**src/rtl/mod_counter_ctrl_pkg.sv**
```systemverilog
// Shared state encoding for the modulo-counter run-control sequencer.
// The localparams fix the encoding and the enum gives it readable names.
package mod_ctrl_pkg;

    localparam logic [1:0] S_IDLE  = 2'd0;
    localparam logic [1:0] S_RUN   = 2'd1;
    localparam logic [1:0] S_PAUSE = 2'd2;
    localparam logic [1:0] S_DONE  = 2'd3;

    typedef enum logic [1:0] {
        ST_IDLE  = S_IDLE,
        ST_RUN   = S_RUN,
        ST_PAUSE = S_PAUSE,
        ST_DONE  = S_DONE
    } ctrl_state_e;

endpackage

```
**src/rtl/mod_counter_ctrl_if.sv**
```systemverilog
// Register/command and status bundle between a host and mod_counter_ctrl.
// The host uses the master modport and the sequencer uses the slave modport.
interface mod_counter_ctrl_if #(
    parameter int BITS     = 4,
    parameter int RPT_BITS = 8
);

    logic                cfg_we;
    logic [BITS-1:0]     cfg_term;
    logic [RPT_BITS-1:0] cfg_rpt;
    logic                start;
    logic                pause;
    logic                stop;
    logic [BITS-1:0]     count;
    logic                busy;
    logic                paused;
    logic                tick;
    logic                done;
    logic                cfg_err;

    modport master (
        output cfg_we, cfg_term, cfg_rpt, start, pause, stop,
        input  count, busy, paused, tick, done, cfg_err
    );

    modport slave (
        input  cfg_we, cfg_term, cfg_rpt, start, pause, stop,
        output count, busy, paused, tick, done, cfg_err
    );

endinterface

```
**src/rtl/prog_mod_counter.sv**
```systemverilog
// Programmable modulo counter: counts 0..term when enabled, clr forces 0.
// wrap flags that the count sits at term, so the next enabled edge loads 0.
module prog_mod_counter #(
    parameter int BITS = 4
) (
    input  logic            clk,
    input  logic            reset_n,
    input  logic            clr,
    input  logic            en,
    input  logic [BITS-1:0] term,
    output logic [BITS-1:0] q,
    output logic            wrap
);

    logic [BITS-1:0] q_q;
    logic [BITS-1:0] q_d;

    assign wrap = (q_q == term);
    assign q    = q_q;

    // NOTE: next-state logic assigns its default first so no path can hold a value and infer a latch.
    always_comb begin
        q_d = q_q;
        if (clr) begin
            q_d = '0;
        end else if (en) begin
            q_d = wrap ? '0 : q_q + BITS'(1);
        end
    end

    // NOTE: state registers use non-blocking assignments so every flop samples pre-edge values.
    always_ff @(posedge clk or negedge reset_n) begin
        if (!reset_n) begin
            q_q <= '0;
        end else begin
            q_q <= q_d;
        end
    end

endmodule

```
**src/rtl/mod_counter_ctrl.sv**
```systemverilog
// Run-control sequencer for prog_mod_counter: config shadows, start/pause/stop,
// wrap tick and end-of-run done. Define AUTO_RESTART_EN to loop runs until stop.
module mod_counter_ctrl
    import mod_ctrl_pkg::*;
#(
    parameter int BITS     = 4,
    parameter int RPT_BITS = 8
) (
    input  logic                   clk,
    input  logic                   reset_n,
    mod_counter_ctrl_if.slave      bus
);

    ctrl_state_e         state_q;
    ctrl_state_e         state_d;
    logic [BITS-1:0]     term_q;
    logic [RPT_BITS-1:0] rpt_q;
    logic [RPT_BITS-1:0] wrap_cnt_q;
    logic [RPT_BITS-1:0] wrap_cnt_d;
    logic                cfg_err_q;
    logic                cfg_err_d;
    logic                cfg_ok;

    logic                cnt_clr;
    logic                cnt_en;
    logic [BITS-1:0]     cnt_q;
    logic                at_term;
    logic                last_wrap;
    logic                tick;
    logic                done;

    prog_mod_counter #(
        .BITS(BITS)
    ) u_counter (
        .clk    (clk),
        .reset_n(reset_n),
        .clr    (cnt_clr),
        .en     (cnt_en),
        .term   (term_q),
        .q      (cnt_q),
        .wrap   (at_term)
    );

    // The wrap about to happen is the one that completes a bounded run.
    assign last_wrap = (rpt_q != '0) && ((wrap_cnt_q + RPT_BITS'(1)) == rpt_q);

    always_comb begin
        state_d    = state_q;
        wrap_cnt_d = wrap_cnt_q;
        cnt_clr    = 1'b0;
        cnt_en     = 1'b0;
        tick       = 1'b0;
        done       = 1'b0;
        unique case (state_q)
            ST_IDLE: begin
                cnt_clr = 1'b1;
                if (bus.start) begin
                    state_d    = ST_RUN;
                    wrap_cnt_d = '0;
                end
            end
            ST_RUN: begin
                if (bus.stop) begin
                    state_d = ST_IDLE;
                    cnt_clr = 1'b1;
                end else if (at_term && (last_wrap || !bus.pause)) begin
                    // Completion outranks a coincident pause.
                    tick       = 1'b1;
                    cnt_en     = 1'b1;
                    wrap_cnt_d = wrap_cnt_q + RPT_BITS'(1);
                    if (last_wrap) begin
                        state_d = ST_DONE;
                    end
                end else if (bus.pause) begin
                    state_d = ST_PAUSE;
                end else begin
                    cnt_en = 1'b1;
                end
            end
            ST_PAUSE: begin
                if (bus.stop) begin
                    state_d = ST_IDLE;
                    cnt_clr = 1'b1;
                end else if (!bus.pause) begin
                    state_d = ST_RUN;
                end
            end
            ST_DONE: begin
                done = 1'b1;
`ifdef AUTO_RESTART_EN
                // Counter already sits at 0 here; advancing keeps the sequence gapless.
                state_d    = ST_RUN;
                wrap_cnt_d = '0;
                cnt_en     = 1'b1;
`else
                state_d = ST_IDLE;
                cnt_clr = 1'b1;
`endif
            end
            default: begin
                state_d = ST_IDLE;
                cnt_clr = 1'b1;
            end
        endcase
    end

    assign cfg_ok    = bus.cfg_we && (state_q == ST_IDLE) && (bus.cfg_term != '0);
    assign cfg_err_d = bus.cfg_we && !cfg_ok;

    always_ff @(posedge clk or negedge reset_n) begin
        if (!reset_n) begin
            state_q    <= ST_IDLE;
            term_q     <= '1;
            rpt_q      <= '0;
            wrap_cnt_q <= '0;
            cfg_err_q  <= 1'b0;
        end else begin
            state_q    <= state_d;
            wrap_cnt_q <= wrap_cnt_d;
            cfg_err_q  <= cfg_err_d;
            if (cfg_ok) begin
                term_q <= bus.cfg_term;
                rpt_q  <= bus.cfg_rpt;
            end
        end
    end

    assign bus.count   = cnt_q;
    assign bus.busy    = (state_q == ST_RUN) || (state_q == ST_PAUSE);
    assign bus.paused  = (state_q == ST_PAUSE);
    assign bus.tick    = tick;
    assign bus.done    = done;
    assign bus.cfg_err = cfg_err_q;

endmodule

```
**src/flat_wrapper.sv**
```systemverilog
// flat-port wrapper written by rule: the top's interface ports become plain ports
module mod_counter_ctrl_flat import mod_ctrl_pkg::*;
#(
    parameter int BITS     = 4,
    parameter int RPT_BITS = 8
)
  (clk, reset_n, bus_cfg_we, bus_cfg_term, bus_cfg_rpt, bus_start, bus_pause, bus_stop, bus_count, bus_busy, bus_paused, bus_tick, bus_done, bus_cfg_err);
  mod_counter_ctrl_if #(.BITS(BITS), .RPT_BITS(RPT_BITS)) bus_i ();
  input  logic clk;
  input  logic reset_n;
  input wire logic [$bits(bus_i.cfg_we)-1:0] bus_cfg_we;
  input wire logic [$bits(bus_i.cfg_term)-1:0] bus_cfg_term;
  input wire logic [$bits(bus_i.cfg_rpt)-1:0] bus_cfg_rpt;
  input wire logic [$bits(bus_i.start)-1:0] bus_start;
  input wire logic [$bits(bus_i.pause)-1:0] bus_pause;
  input wire logic [$bits(bus_i.stop)-1:0] bus_stop;
  output wire logic [$bits(bus_i.count)-1:0] bus_count;
  output wire logic [$bits(bus_i.busy)-1:0] bus_busy;
  output wire logic [$bits(bus_i.paused)-1:0] bus_paused;
  output wire logic [$bits(bus_i.tick)-1:0] bus_tick;
  output wire logic [$bits(bus_i.done)-1:0] bus_done;
  output wire logic [$bits(bus_i.cfg_err)-1:0] bus_cfg_err;
  assign bus_i.cfg_we = bus_cfg_we;
  assign bus_i.cfg_term = bus_cfg_term;
  assign bus_i.cfg_rpt = bus_cfg_rpt;
  assign bus_i.start = bus_start;
  assign bus_i.pause = bus_pause;
  assign bus_i.stop = bus_stop;
  assign bus_count = bus_i.count;
  assign bus_busy = bus_i.busy;
  assign bus_paused = bus_i.paused;
  assign bus_tick = bus_i.tick;
  assign bus_done = bus_i.done;
  assign bus_cfg_err = bus_i.cfg_err;
  mod_counter_ctrl #(.BITS(BITS), .RPT_BITS(RPT_BITS)) u_core (.clk(clk), .reset_n(reset_n), .bus(bus_i));
endmodule
```
**config.mk**
```make
export PLATFORM = sky130hd
export DESIGN_NAME = mod_counter_ctrl_flat
export DESIGN_NICKNAME = d
export VERILOG_FILES = /design/src/rtl/mod_counter_ctrl_pkg.sv /design/src/rtl/mod_counter_ctrl_if.sv /design/src/rtl/prog_mod_counter.sv /design/src/rtl/mod_counter_ctrl.sv /design/src/flat_wrapper.sv
export SDC_FILE = /design/constraint.sdc
export NUM_CORES = 1
export LEC_CHECK = 0
export ABC_AREA = 1
export CAP_MARGIN = 20
export CORE_ASPECT_RATIO = 0.9
export CORE_MARGIN = 2
export CORE_UTILIZATION = 33
export CTS_CLUSTER_SIZE = 28
export DETAILED_ROUTE_END_ITERATION = 10
export GPL_ROUTABILITY_DRIVEN = 0
export PLACE_DENSITY_LB_ADDON = 0.1
export SYNTH_ARGS = -nofsm -noshare
export SYNTH_HDL_FRONTEND = slang
export SYNTH_SLANG_ARGS = --single-unit
```
**constraint.sdc**
```tcl
create_clock -name clk -period 2.7 [get_ports clk]
set_input_delay 0.675 -clock clk [delete_from_list [all_inputs] [get_ports clk]]
set_output_delay 0.675 -clock clk [all_outputs]
set_load 0.01 [all_outputs]
```
; ---- Word level (Yosys, flattened, before mapping)
; Cells that the tools add are included.
[op_classes]
addsub = 2
eq_ne = 11
muxes = 25
n_reduce_logical = 18
[op_table]
columns = cell, n
row1 = 8-bit 2-to-1 mux, 3
row2 = 8-bit case mux with 2 select lines, 1
row3 = 2-bit 2-to-1 mux, 7
row4 = 4-bit 2-to-1 mux, 3
row5 = 1-bit 2-to-1 mux, 9
row6 = "8-bit by 1-bit adder with 8-bit output, second input constant", 1
row7 = 8-bit == test, 1
row8 = "4-bit by 3-bit != test with 1-bit output, second input constant", 2
row9 = 2-bit case mux with 4 select lines, 1
row10 = 4-bit AND reduction, 2
row11 = 8-bit nonzero test, 1
row12 = 1-bit logical AND, 5
row13 = "4-bit by 1-bit adder with 4-bit output, second input constant", 1
row14 = "2-bit == test, second input constant", 2
row15 = 4-bit == test, 1
row16 = "2-bit != test, second input constant", 2
row17 = 2-bit nonzero test, 2
row18 = 4-bit nonzero test, 1
row19 = 2-bit OR reduction, 2
row20 = "3-bit != test, second input constant", 1
row21 = "2-bit by 1-bit == test with 1-bit output, second input constant", 1
row22 = 1-bit logical NOT, 2
row23 = 2-bit logical NOT, 1
row24 = 1-bit logical OR, 2
row25 = other kinds (2), 2
[totals]
ff_bits = 27
in_bits = 18
output_inout_bits = 9

; ---- Depth between registers and ports, before layout
[logic_depth]
depth_word = 10
mapped_depth = 16
ltp_nobuf = 16

; ---- By module
; Synthesis repeated with hierarchy kept, for this count alone.
[unflattened]
cells_unflattened = 254
hier_area_um2 = 1745.4
[modules_own_cells]
columns = module, instances, cells_per_inst, area_each_um2
row1 = mod_counter_ctrl, 1, 208, 1451.4
row2 = prog_mod_counter, 1, 46, 294.0

; ---- Worst setup path before layout
; Ideal clock, no wire load.
[synth_timing]
path_type = flip-flop to output port
start = reg u_core.wrap_cnt_q[0]
end = out bus_tick
arrival_time_ns = 1.551
setup_slack_ns = 0.474
path_stages_with_launch = 14
n_path_buf = 0
path_cell_list = dfrtp_1 ha_1 inv_1 nand2_1 nand2_1 nor2_1 nand2_1 nor2_1 nand2_1 nor2_2 nand3_2 nand2_4 nand3_4 inv_2
[synth_between]
elab_chain_cells = 8
[synth_lines]
columns = element, line
row1 = "start, declared", mod_counter_ctrl.sv:18  ; logic [RPT_BITS-1:0] wrap_cnt_q;
row2 = "start signal, assigned", mod_counter_ctrl.sv:119  ; wrap_cnt_q <= wrap_cnt_d;
row3 = 8-bit by 1-bit adder with 8-bit output, mod_counter_ctrl.sv:45  ; assign last_wrap = (rpt_q != '0) && ((wrap_cnt_q + RPT_BITS'(1)) == rpt_q);
row4 = 8-bit == test, mod_counter_ctrl.sv:45
row5 = 1-bit logical AND, mod_counter_ctrl.sv:45
row6 = 1-bit logical OR, mod_counter_ctrl.sv:66  ; end else if (at_term && (last_wrap || !bus.pause)) begin
row7 = 1-bit logical AND, mod_counter_ctrl.sv:66
row8 = 1-bit 2-to-1 mux, mod_counter_ctrl.sv:66
row9 = 1-bit 2-to-1 mux, mod_counter_ctrl.sv:63  ; if (bus.stop) begin
row10 = 1-bit 2-to-1 mux, mod_counter_ctrl.sv:54  ; unique case (state_q)
row11 = "end, declared", flat_wrapper.sv:20  ; output wire logic [$bits(bus_i.tick)-1:0] bus_tick;
; No other way between the ends.

; ---- Worst setup path after layout
; Ends and elaborated chain as after synthesis.

==> impl_metrics.py <==
metrics = {
    "sta": {
        "slew-limit-headroom": 0.7645,
        "slew_viol_final": 0,
        "worst_slack_ps": 121.2,
        "holdWs_ps": 508.2,
        "report.final.hold_viol_count": 0,
        "min_period_over_period": 0.9551,
        "setup_viol": 0,
        "fin_skew_ps": 6.898,
        "fmax_mhz": 387.8,
        "worst_slew_pin_slew_ps": 353.2,
        "period_minus_slack_ps": 2579,
        "rsz0062_at_grt": "true",
    },
    "cells_and_area": {
        "area_growth_pct": 31.74,
        "drive_gt1_frac": 0.1747,
        "mostFrequentLayoutCell": "nand2_1",
        "postLayoutCoreUtil": 0.4451,
        "antennaDiodeCount": 0,
        "mostFrequentLayoutCells": "nand2_1 (76), inv_1 (32), clkdlybuf4s50_1 (25)",
        "final_area_mm2": 0.002311,
        "final_nets": 317,
    },
    "floorplanning": {
        "rows": 25,
        "core-area_mm2": 0.005192,
        "ios": 27,
        "chipHeight_um": 73.17,
        "die_width_um": 80.85,
        "dieArea_mm2": 0.005915,
        "initial_core_util": 0.3378,
    },
    "worst_setup_path": {
        "crit_fanout": 3,
        "critPathCaptureType": "primary output",
        "crit_arrival_ps": 1900,
        "start_kind": "flop",
        "worstPathRequired_ps": 2030,
        "critPathLaunch": "u_core.wrap_cnt_q[0]$_DFFE_PN0P_",
        "r2r-start": "u_core.wrap_cnt_q[0]$_DFFE_PN0P_",
        "crit_type": "flop to primary output",
    },
    "placed_design": {
        "place_worst_setup_slack_ps": -30.05,
        "post-dp-hpwl_mm": 3.254,
        "port_buffers": 26,
        "dpl_cell_area_mm2": 0.002218,
    },
    "grt": {
        "antenna_found_initial": 0,
        "grt_pass1_vias": 1559,
        "grt_remaining_overflow": 0,
        "grt_usage": 0.1562,
        "grt_max_degree": 28,
        "grt_pass1_wl_mm": 7.265,
    },
    "yosys": {
        "syn_inst": 246,
        "synth_top_cell_area_share": 0.3281,
        "yosysWarnings": 0,
        "synthTopCellsByArea": "dfrtp_1 (33%), nand2_1 (17%), nand3_1 (7.1%)",
        "synth_nets": 270,
        "ys_types": 26,
        "synth_seq_area_share": 0.3880,
        "ys_ff_latch": 27,
        "syn_area_mm2": 0.001754,
        "synth.avg_cell_area_um2": 7.131,
        "synth_top_area_cell": "dfrtp_1",
    },
    "cts": {
        "h-tree-depth": 1,
        "cts_buffers": 3,
        "cts_tree": "done",
        "cts_root_buf": "clkbuf_8",
        "clkSinkCount": 27,
        "clk_pin_slew_worst_paths_ps": 110,
        "holdBufCountCts": 0,
        "clockBufferDepth": 2,
        "worst_skew_pair.late_latency_ps": 280,
    },
    "power_and_ir_drop": {
        "power.density_mw_per_mm2": 782.0,
        "finalPower_mw": 1.807,
        "power.leakage_nw": 1.137,
        "max-vdd-ir-drop_mv": 0.3384,
    },
    "run": {
        "cap_violations": 0,
    },
    "route": {
        "ant_nets": 0,
        "wl_per_cell_um": 11.53,
        "wl_mm": 4.139,
        "dr_total_vias": 1639,
        "drt_iter0_markers": 77,
        "drcViolationCount": 0,
        "routed_via_density": 4.565,
        "drtPass1Iterations": 4,
    },
    "min_path": {
        "min_from": "u_core.term_q[1]$_DFFE_PN1P_",
        "hold_path.class": "flop to flop",
    },
    "run_status": {
        "status": "finished, final reports clean",
    },
}
-- cells in the mapped netlist, drive strengths merged --
| cell type | count |
|---|---|
| nand3 | 27 |
| clkbuf | 2 |
| nor4 | 1 |
| o21ai | 7 |
| nand4 | 5 |
| nor3 | 1 |
| a31oi | 1 |
| nor2 | 29 |
| xor2 | 5 |
| dfrtp | 23 |
| inv | 35 |
| dfstp | 4 |
| a21boi | 1 |
| a21oi | 14 |
| a31o | 1 |
| ha | 6 |
| nand2 | 84 |
-- area by class of cell --
| type | count | area (um2) |
|---|---|---|
| repair buffers | 44 | 400.4 |
| clock buffers | 3 | 41.29 |
| fillers | 573 | 2882 |
| well taps | 67 | 83.83 |
| inverters | 35 | 131.4 |
| multi-input cells | 182 | 965.9 |
| flip-flops and latches | 27 | 680.7 |
| clock inverters | 1 | 7.507 |
-- where the power goes --
part | switching (mW) | total, mW | leakage [nW] | internal (mW)
combinational | 0.562 | 0.929 | 0.782 | 0.367
sequential | 0.0890 | 0.631 | 0.332 | 0.542
clock | 0.142 | 0.247 | 0.0217 | 0.105
-- stage by stage --
| stage | setup TNS, ps | cells |
|---|---|---|
| 2_1_floorplan | 0 | 246 |
| 3_3_place_gp | -3.452 | 354 |
| 3_5_place_dp | -30.05 | 354 |
| 4_1_cts | 0 | 359 |
| 5_1_grt | -21.46 | 359 |
| 6_report | 0 | 359 |
-- timing repair --
action | in CTS | in global routing
setup buffers | 1 | 0
pin swaps | 6 | 8
endpoints found under the setup margin | 1 | 1
resized for setup | 7 | 6
-- sequential cells by signal, indices dropped and copies added (netlist names) --
signal,count
u_core.bus.cfg_err,1
u_core.rpt_q,8
u_core.state_q,2
u_core.term_q,4
u_core.u_counter.q,4
u_core.wrap_cnt_q,8
-- layer usage --
layer | part of all wire | up-vias | GRT usage
met5 | 0 | - | 0
met4 | 0.0070 | 0 | 0.03955
li1 | - | 872 | -
met2 | 0.42 | 30 | 0.2323
met3 | 0.034 | 2 | 0.02104
met1 | 0.54 | 735 | 0.2373
-- worst max-delay path, stage by stage (launching register included) --
cell     delay [ps]
dfrtp_1         440
ha_4            300
inv_2            30
nand2_1          40
nand2_1          50
nor2_1           90
nand2_1          50
nor2_1           80
nand2_1          70
nor2_2           80
nand3_2         100
nand2_4          90
nand3_4          60
inv_2            60
buf_6            90
-- cell families (layout without fill, tap and decap cells) --
kind of cell / after synthesis / in the layout / synth area share
AO/OA/AOI/OAI: 24 / 24 / 0.07918
XOR/XNOR: 5 / 5 / 0.02496
adder cells (fa/ha/maj): 6 / 6 / 0.04279
buffers and inverters: 37 / 83 / 0.07918
flip-flops: 27 / 27 / 0.3880
AND/OR/NAND/NOR: 147 / 147 / 0.3859
-- final timing paths --
kind,end,slack [ps],cells past startpoint
worst max-delay path,bus_tick,120,14
worst min-delay path,u_core.term_q[1]$_DFFE_PN1P_,510,2
worst max register to register,u_core.wrap_cnt_q[0]$_DFFE_PN0P_,690,17
worst min register to register,u_core.term_q[1]$_DFFE_PN1P_,510,2
max in group asynchronous,u_core.term_q[2]$_DFFE_PN1P_,1640,2
min in group asynchronous,u_core.state_q[0]$_DFFE_PN0P_,760,2
No activity file was read; power rests on OpenSTA's default activity.
